**src/rtl/adv_instr_sel_pipe.sv**
```systemverilog
// adv_instr_sel_pipe: pipelined MIPS advanced-instruction selector.
// Decodes SRA/SRAV/LUI/ORI/BNE into a one-hot class, carries it through a
// valid/ready pipeline of STAGES registers, and keeps per-class saturating
// event counters of completed output transfers.
`timescale 1ns/1ps

module adv_instr_sel_pipe #(
    parameter int unsigned STAGES   = 2,
    parameter int unsigned CNT_W    = 16,
    parameter logic [4:0]  ADV_MASK = 5'b11111
) (
    input  logic             clk_i,
    input  logic             rst_i,
    input  logic [31:0]      instr_i,
    input  logic             in_valid_i,
    output logic             in_ready_o,
    input  logic             flush_i,
    output logic [31:0]      instr_o,
    output logic [4:0]       class_o,
    output logic             select_o,
    output logic             out_valid_o,
    input  logic             out_ready_i,
    input  logic [2:0]       cnt_sel_i,
    input  logic             cnt_clr_i,
    output logic [CNT_W-1:0] cnt_o
);

    logic [5:0]        op;
    logic [5:0]        funct;
    logic [4:0]        dec_cls;

    logic [STAGES-1:0] vld;
    logic [STAGES-1:0] rdy;
    logic [31:0]       ins_q [STAGES];
    logic [4:0]        cls_q [STAGES];

    logic [CNT_W-1:0]  cnt_q [5];
    logic              out_xfer;

    assign op    = instr_i[31:26];
    assign funct = instr_i[5:0];

    // Class decode of the incoming word; funct only matters for op 000000.
    always_comb begin
        dec_cls = '0;
        case (op)
            6'b000000: begin
                if (funct == 6'b000011) begin
                    dec_cls[0] = 1'b1;
                end else if (funct == 6'b000111) begin
                    dec_cls[1] = 1'b1;
                end
            end
            6'b001111: dec_cls[2] = 1'b1;
            6'b001101: dec_cls[3] = 1'b1;
            6'b000101: dec_cls[4] = 1'b1;
            default:   dec_cls    = '0;
        endcase
    end

    // Stage k can take new content when any stage from k to the output is
    // empty or the output is draining; computed flat to avoid a comb chain.
    always_comb begin
        rdy = '0;
        for (int unsigned k = 0; k < STAGES; k++) begin
            rdy[k] = out_ready_i;
            for (int unsigned j = k; j < STAGES; j++) begin
                if (!vld[j]) begin
                    rdy[k] = 1'b1;
                end
            end
        end
    end

    assign in_ready_o  = rdy[0];
    assign out_valid_o = vld[STAGES-1];
    assign instr_o     = ins_q[STAGES-1];
    assign class_o     = cls_q[STAGES-1];
    assign select_o    = |(class_o & ADV_MASK);
    assign out_xfer    = out_valid_o & out_ready_i;

    // Pipeline registers: each stage moves forward when ready; flush clears valids only.
    always_ff @(posedge clk_i) begin
        if (rst_i) begin
            vld <= '0;
            for (int unsigned k = 0; k < STAGES; k++) begin
                ins_q[k] <= '0;
                cls_q[k] <= '0;
            end
        end else begin
            if (rdy[0]) begin
                vld[0] <= in_valid_i;
                if (in_valid_i) begin
                    ins_q[0] <= instr_i;
                    cls_q[0] <= dec_cls;
                end
            end
            for (int unsigned k = 1; k < STAGES; k++) begin
                if (rdy[k]) begin
                    vld[k] <= vld[k-1];
                    if (vld[k-1]) begin
                        ins_q[k] <= ins_q[k-1];
                        cls_q[k] <= cls_q[k-1];
                    end
                end
            end
            if (flush_i) begin
                vld <= '0;
            end
        end
    end

    // Per-class event counters: count completed output transfers, saturate, clear wins.
    always_ff @(posedge clk_i) begin
        for (int unsigned i = 0; i < 5; i++) begin
            if (rst_i || cnt_clr_i) begin
                cnt_q[i] <= '0;
            end else if (out_xfer && class_o[i] && (cnt_q[i] != '1)) begin
                cnt_q[i] <= cnt_q[i] + {{(CNT_W-1){1'b0}}, 1'b1};
            end
        end
    end

    // Counter read mux; indices beyond the five classes read zero.
    always_comb begin
        cnt_o = '0;
        if (cnt_sel_i < 3'd5) begin
            cnt_o = cnt_q[cnt_sel_i];
        end
    end

endmodule

```
**config.mk**
```make
export PLATFORM = sky130hd
export DESIGN_NAME = adv_instr_sel_pipe
export DESIGN_NICKNAME = d
export VERILOG_FILES = /design/src/rtl/adv_instr_sel_pipe.sv
export SDC_FILE = /design/constraint.sdc
export NUM_CORES = 1
export LEC_CHECK = 0
export ABC_CLOCK_PERIOD_IN_PS = 3400
export CAP_MARGIN = 25
export CELL_PAD_IN_SITES_DETAIL_PLACEMENT = 1
export CELL_PAD_IN_SITES_GLOBAL_PLACEMENT = 2
export CORE_ASPECT_RATIO = 0.8
export CORE_MARGIN = 2
export CORE_UTILIZATION = 38
export DETAILED_ROUTE_END_ITERATION = 12
export PLACE_DENSITY_LB_ADDON = 0.1
export SLEW_MARGIN = 20
export SYNTH_ARGS = -nofsm -noshare
export SYNTH_HDL_FRONTEND = slang
export SYNTH_SLANG_ARGS = --single-unit
```
**constraint.sdc**
```tcl
create_clock -name clk_i -period 3.4 [get_ports clk_i]
set_input_delay 0.51 -clock clk_i [delete_from_list [all_inputs] [get_ports clk_i]]
set_output_delay 0.51 -clock clk_i [all_outputs]
set_load 0.005 [all_outputs]
```
* Yosys cells after proc, flatten, opt, wreduce, memory -nomap -nowiden *
Memory sizes are Yosys's and may differ from the RTL's.
Cells that the tools add are included.

word-level totals
  memory bits (read-only) = 0
  register bits after elaboration = 2
  latch bits = 0
  input bits = 41
  logic and storage cells = 92
  memory bits (writable) = 154
  memories = 3

cells by class
  $mul = 0
  bitwise gates (word level) = 10
  div/mod/pow operators = 0
  $lt $le $gt $ge = 1
  reductions and logical operators = 14
  equal/unequal tests = 10
  $add $sub $neg = 5
  multiplexer cells = 47
  shift operators = 0

memory list
  name   depth  width  rd ports  clocked after memory_dff  write ports  RTL line  source
  cnt_q  5      16     6         0                         5            37        logic [CNT_W-1:0] cnt_q [5];
  ins_q  2      32     2         0                         2            34        logic [31:0] ins_q [STAGES];
  cls_q  2      5      2         0                         2            35        logic [4:0] cls_q [STAGES];

operators by type and width
  kind                                                                   count
  16-bit two-way mux                                                     6
  16-bit by 1-bit adder with 16-bit output, second input constant        5
  16-bit inequality test, second input constant                          5
  32-bit two-way mux                                                     2
  1-bit two-way mux                                                      36
  6-bit by 3-bit equality test with 1-bit output, second input constant  2
  6-bit by 4-bit equality test with 1-bit output, second input constant  2
  1-bit logical AND                                                      10
  5-bit two-way mux                                                      2
  1-bit bitwise OR                                                       9
  6-bit by 2-bit equality test with 1-bit output, second input constant  1
  6-bit zero test                                                        1
  5-bit OR reduction                                                     1
  3-bit < comparator, second input constant                              1
  2-bit two-way mux                                                      1
  2-bit OR reduction                                                     1
  1-bit AND                                                              1
  1-bit logical OR                                                       1

* Depth between registers and ports, before layout *
  word-level depth = 7
  depth in mapped cells = 7
  mapped depth without buffers = 5

* Worst setup path after synthesis *
Ideal clock, no wire load.

  path kind = input to register
  start point = input out_ready_i
  end point = memory cls_q[1][0] (netlist: cls_q[0][5]), enable pin
  path buffers = 0
  arrival time = 2.436 ns
  stages = 2
  required time = 2.961 ns
  path slack = 0.525 ns
  path through = and2b_1 -> o21bai_1

RTL lines
  item             RTL line  source
  start, declared  22        input logic out_ready_i,
  end, declared    35

* Worst setup path after layout *
  start point = input cnt_sel_i[1]
  end point = output cnt_o[14]

between the ends
  word-level cells in the longest chain between the ends = 2

RTL lines
  item                                                            RTL line  source
  start, declared                                                 23        input logic [2:0] cnt_sel_i,
  3-bit < comparator / memory 5 x 16 bit (equally long branches)  --
  16-bit two-way mux (*)                                          127       if (cnt_sel_i < 3'd5) begin
  end, declared                                                   25        output logic [CNT_W-1:0] cnt_o

Every way passes the cells marked *; elsewhere a longest branch is shown, timed or not.

==> out/summary.txt <==
Crit path kind: in2out
Critical Path Fanout Max: 17
Worst Setup Start Kind: input port
I/O pin total: 97
Setup violations, final: 0
Hold WC Path Type: reg2reg
Setup crit end kind: primary output
Final Cycle Share: 88.41%
Commonest non-fill, non-tap cell in the layout: edfxtp_1
Overall routed net length: 21.14 mm
Hold Path Depth: 1
Post-layout util: 45.90%
Pre-antenna DRT Iters: 6
Clock latency on the worst-skew pair: 430 ps
Ratio of cells with drive above 1 in the final layout: 9.487%
Synth Register Bits: 156
Core ar.: 21440 sq um
Placed cell count: 1023
Non-filler cells, final: 1055
Rows: 48
Max Slew Vio Count: 0
Nets: 813
Chip Height: 136.0 microns
FMAX: 332.7 MHz
Post-route DRC: 0
WP data arrival: 2500 ps
Final Wtd Congestion: 0.8393
Die width: 169.0 microns
Filler cell count: 2284
Vias in the first global route: 5545
Post-synth cell types: 43
Status: completed
Global-route wire length before repair: 32.88 mm
Worst-Margin Slew: 531.0 ps
Post-Syn Area: 8272 sq um
R2r worst-path depth: 5
Wire per inst: 20.04 microns
Syn_area_per_cell: 11.80 sq um
Worst Setup EP: cnt_o[14]
TritonCTS Buffers: 17
Clk sinks: 156
Synthesis warning total: 0
H-tree Lvls: 4
Mapped Cells: 701
GRT Total Usage: 19.14%
Clk slew on worst S/H paths: 70 ps
Port buffer count: 96
Post-route setup slack: 394.1 ps
Static leakage: 3.321 nW
Clock skew: 9.524 ps
Syn nets: 747
Cell area power density: 467.8 nW/um^2
Area of the multi-input gates: 3065 sq um
P&R area growth vs syn: 18.98%
Antenna Cells: 0
Rel. slew slack: 64.60%
DRT iter0 DRCs: 470
Reg2reg end: cnt_q[2][8]
Maximum buffer depth of the clock tree: 2
Clock Tree Root: clkbuf_16
Reg area: 4664 sq um
Final hold vios: 0
Initial Utilization: 38.58%
MaxCap Viol Count: 0
Routed vias/inst: 5.276
WP data required: 2890 ps
Die footprint: 22970 sq um
HPWL after DPL: 15.59 mm
Commonest non-fill, non-tap cells in the layout: edfxtp_1, clkdlybuf4s50_1, nor2_1
Hold-fix buffers at CTS: 0
Pin count of the biggest net entering global routing: 59
VDD IR max: 0.3236 mV
Worst R2R Start: cnt_q[2][0]
Setup Buffers After CTS: 0
Vias: 5566
CTS tree: yes
Pre-CTS setup slack: 348.1 ps
RSZ-0062 raised after global routing: false
TNS Setup: 0 ps
Number of routed nets with antenna violations: 0
Initial antenna violation count: 1
Grt ovf: 0
Worst setup path start: cnt_sel_i[1]
R2R Setup Slk: 1280 ps
CTS resizes: 0
Minimum clock period: 3006 ps
Post-synthesis sequential area ratio: 56.39%
## flip-flops by register name (all words and copies together), names as in the netlist
name and cells:
vld 2, cnt_q 80, cls_q 10, ins_q 64
## per-layer routing
layer,GRT usage (%),wire length (microns)
met1,30.03,10760
met2,27.25,9019
met3,3.319,1235
met4,4.502,126
met5,0,0
## synthesized netlist by cell type (all sizes together)
cell | instances | area [sq um]
xor2 | 27 | 236.5
and2b | 1 | 7.510
nand4 | 30 | 202.7
nor2 | 95 | 356.6
buf | 51 | 404.1
o31ai | 1 | 7.510
inv | 29 | 108.9
nand2 | 43 | 161.4
a21o | 1 | 7.510
nor2b | 1 | 6.260
and3 | 8 | 50.05
dfxtp | 2 | 40.04
o22ai | 1 | 6.260
clkbuf | 10 | 40.04
a31o | 4 | 70.07
nand3 | 31 | 172.7
or4 | 1 | 7.510
nor3b | 1 | 12.51
edfxtp | 154 | 4624
and4 | 13 | 113.9
o21a | 1 | 7.510
and2 | 67 | 419.2
and4bb | 1 | 12.51
mux4 | 16 | 360.4
nor3 | 22 | 121.4
o2111ai | 1 | 8.760
and3b | 1 | 12.51
a21oi | 1 | 5.000
o21ai | 20 | 100.1
ha | 5 | 62.56
or4b | 1 | 10.01
xnor2 | 41 | 359.1
o21bai | 1 | 7.510
nor4 | 18 | 127.6
o211ai | 1 | 21.27
## cells by family (layout without fill, tap and decap cells)
group / Yosys count / after routing / synth area share, %
AO/OA/AOI/OAI: 32 / 32 / 2.920
XOR/XNOR: 68 / 68 / 7.200
adder cells (fa/ha/maj): 5 / 5 / 0.7563
buffers and inverters: 90 / 169 / 6.686
flip-flops: 156 / 156 / 56.39
multiplexers: 16 / 16 / 4.356
AND/OR/NAND/NOR: 334 / 334 / 21.69
## where the power goes
group	internal [mW]	total, mW	switching, mW
logic	0.186	0.331	0.145
clock network	1.05	1.95	0.898
registers	2.21	2.32	0.107
## per-stage QoR
stage / cell area, sq um / hold slack [ps] / total power [mW]
floorplan: 8272 / 492.1 / 2.512
CTS: 9842 / 521.5 / 4.647
detailed placement: 9246 / 505.1 / 2.698
global placement: 9246 / 499.3 / 2.686
finish: 9842 / 518.5 / 4.604
global route: 9842 / 529.9 / 4.767
## cell type report
cell class              instances  area share [%]
flip-flops and latches        156           47.39
multi-input cells             455           31.15
repair buffers                108           10.81
clock buffers                  17           4.322
well taps                     275           3.496
clock inverters                15           1.729
inverters                      29           1.106
## critical path: stages
cell	delay, ps
clkdlybuf4s50_1	490
buf_4	310
mux4_2	540
inv_1	60
o21ai_0	100
clkdlybuf4s50_1	470
## how the worst min path moves through the flow
stage                            start      endpoint  slack [ps]
after floorplan                 vld[0]        vld[1]         490
after global placement    ins_q[0][19]  ins_q[0][51]         500
after detailed placement  ins_q[0][10]  ins_q[0][42]         510
after CTS                 ins_q[0][10]  ins_q[0][42]         520
after global routing      ins_q[0][24]  ins_q[0][56]         530
final                     ins_q[0][28]  ins_q[0][60]         520
No activity file was read; power rests on OpenSTA's default activity.
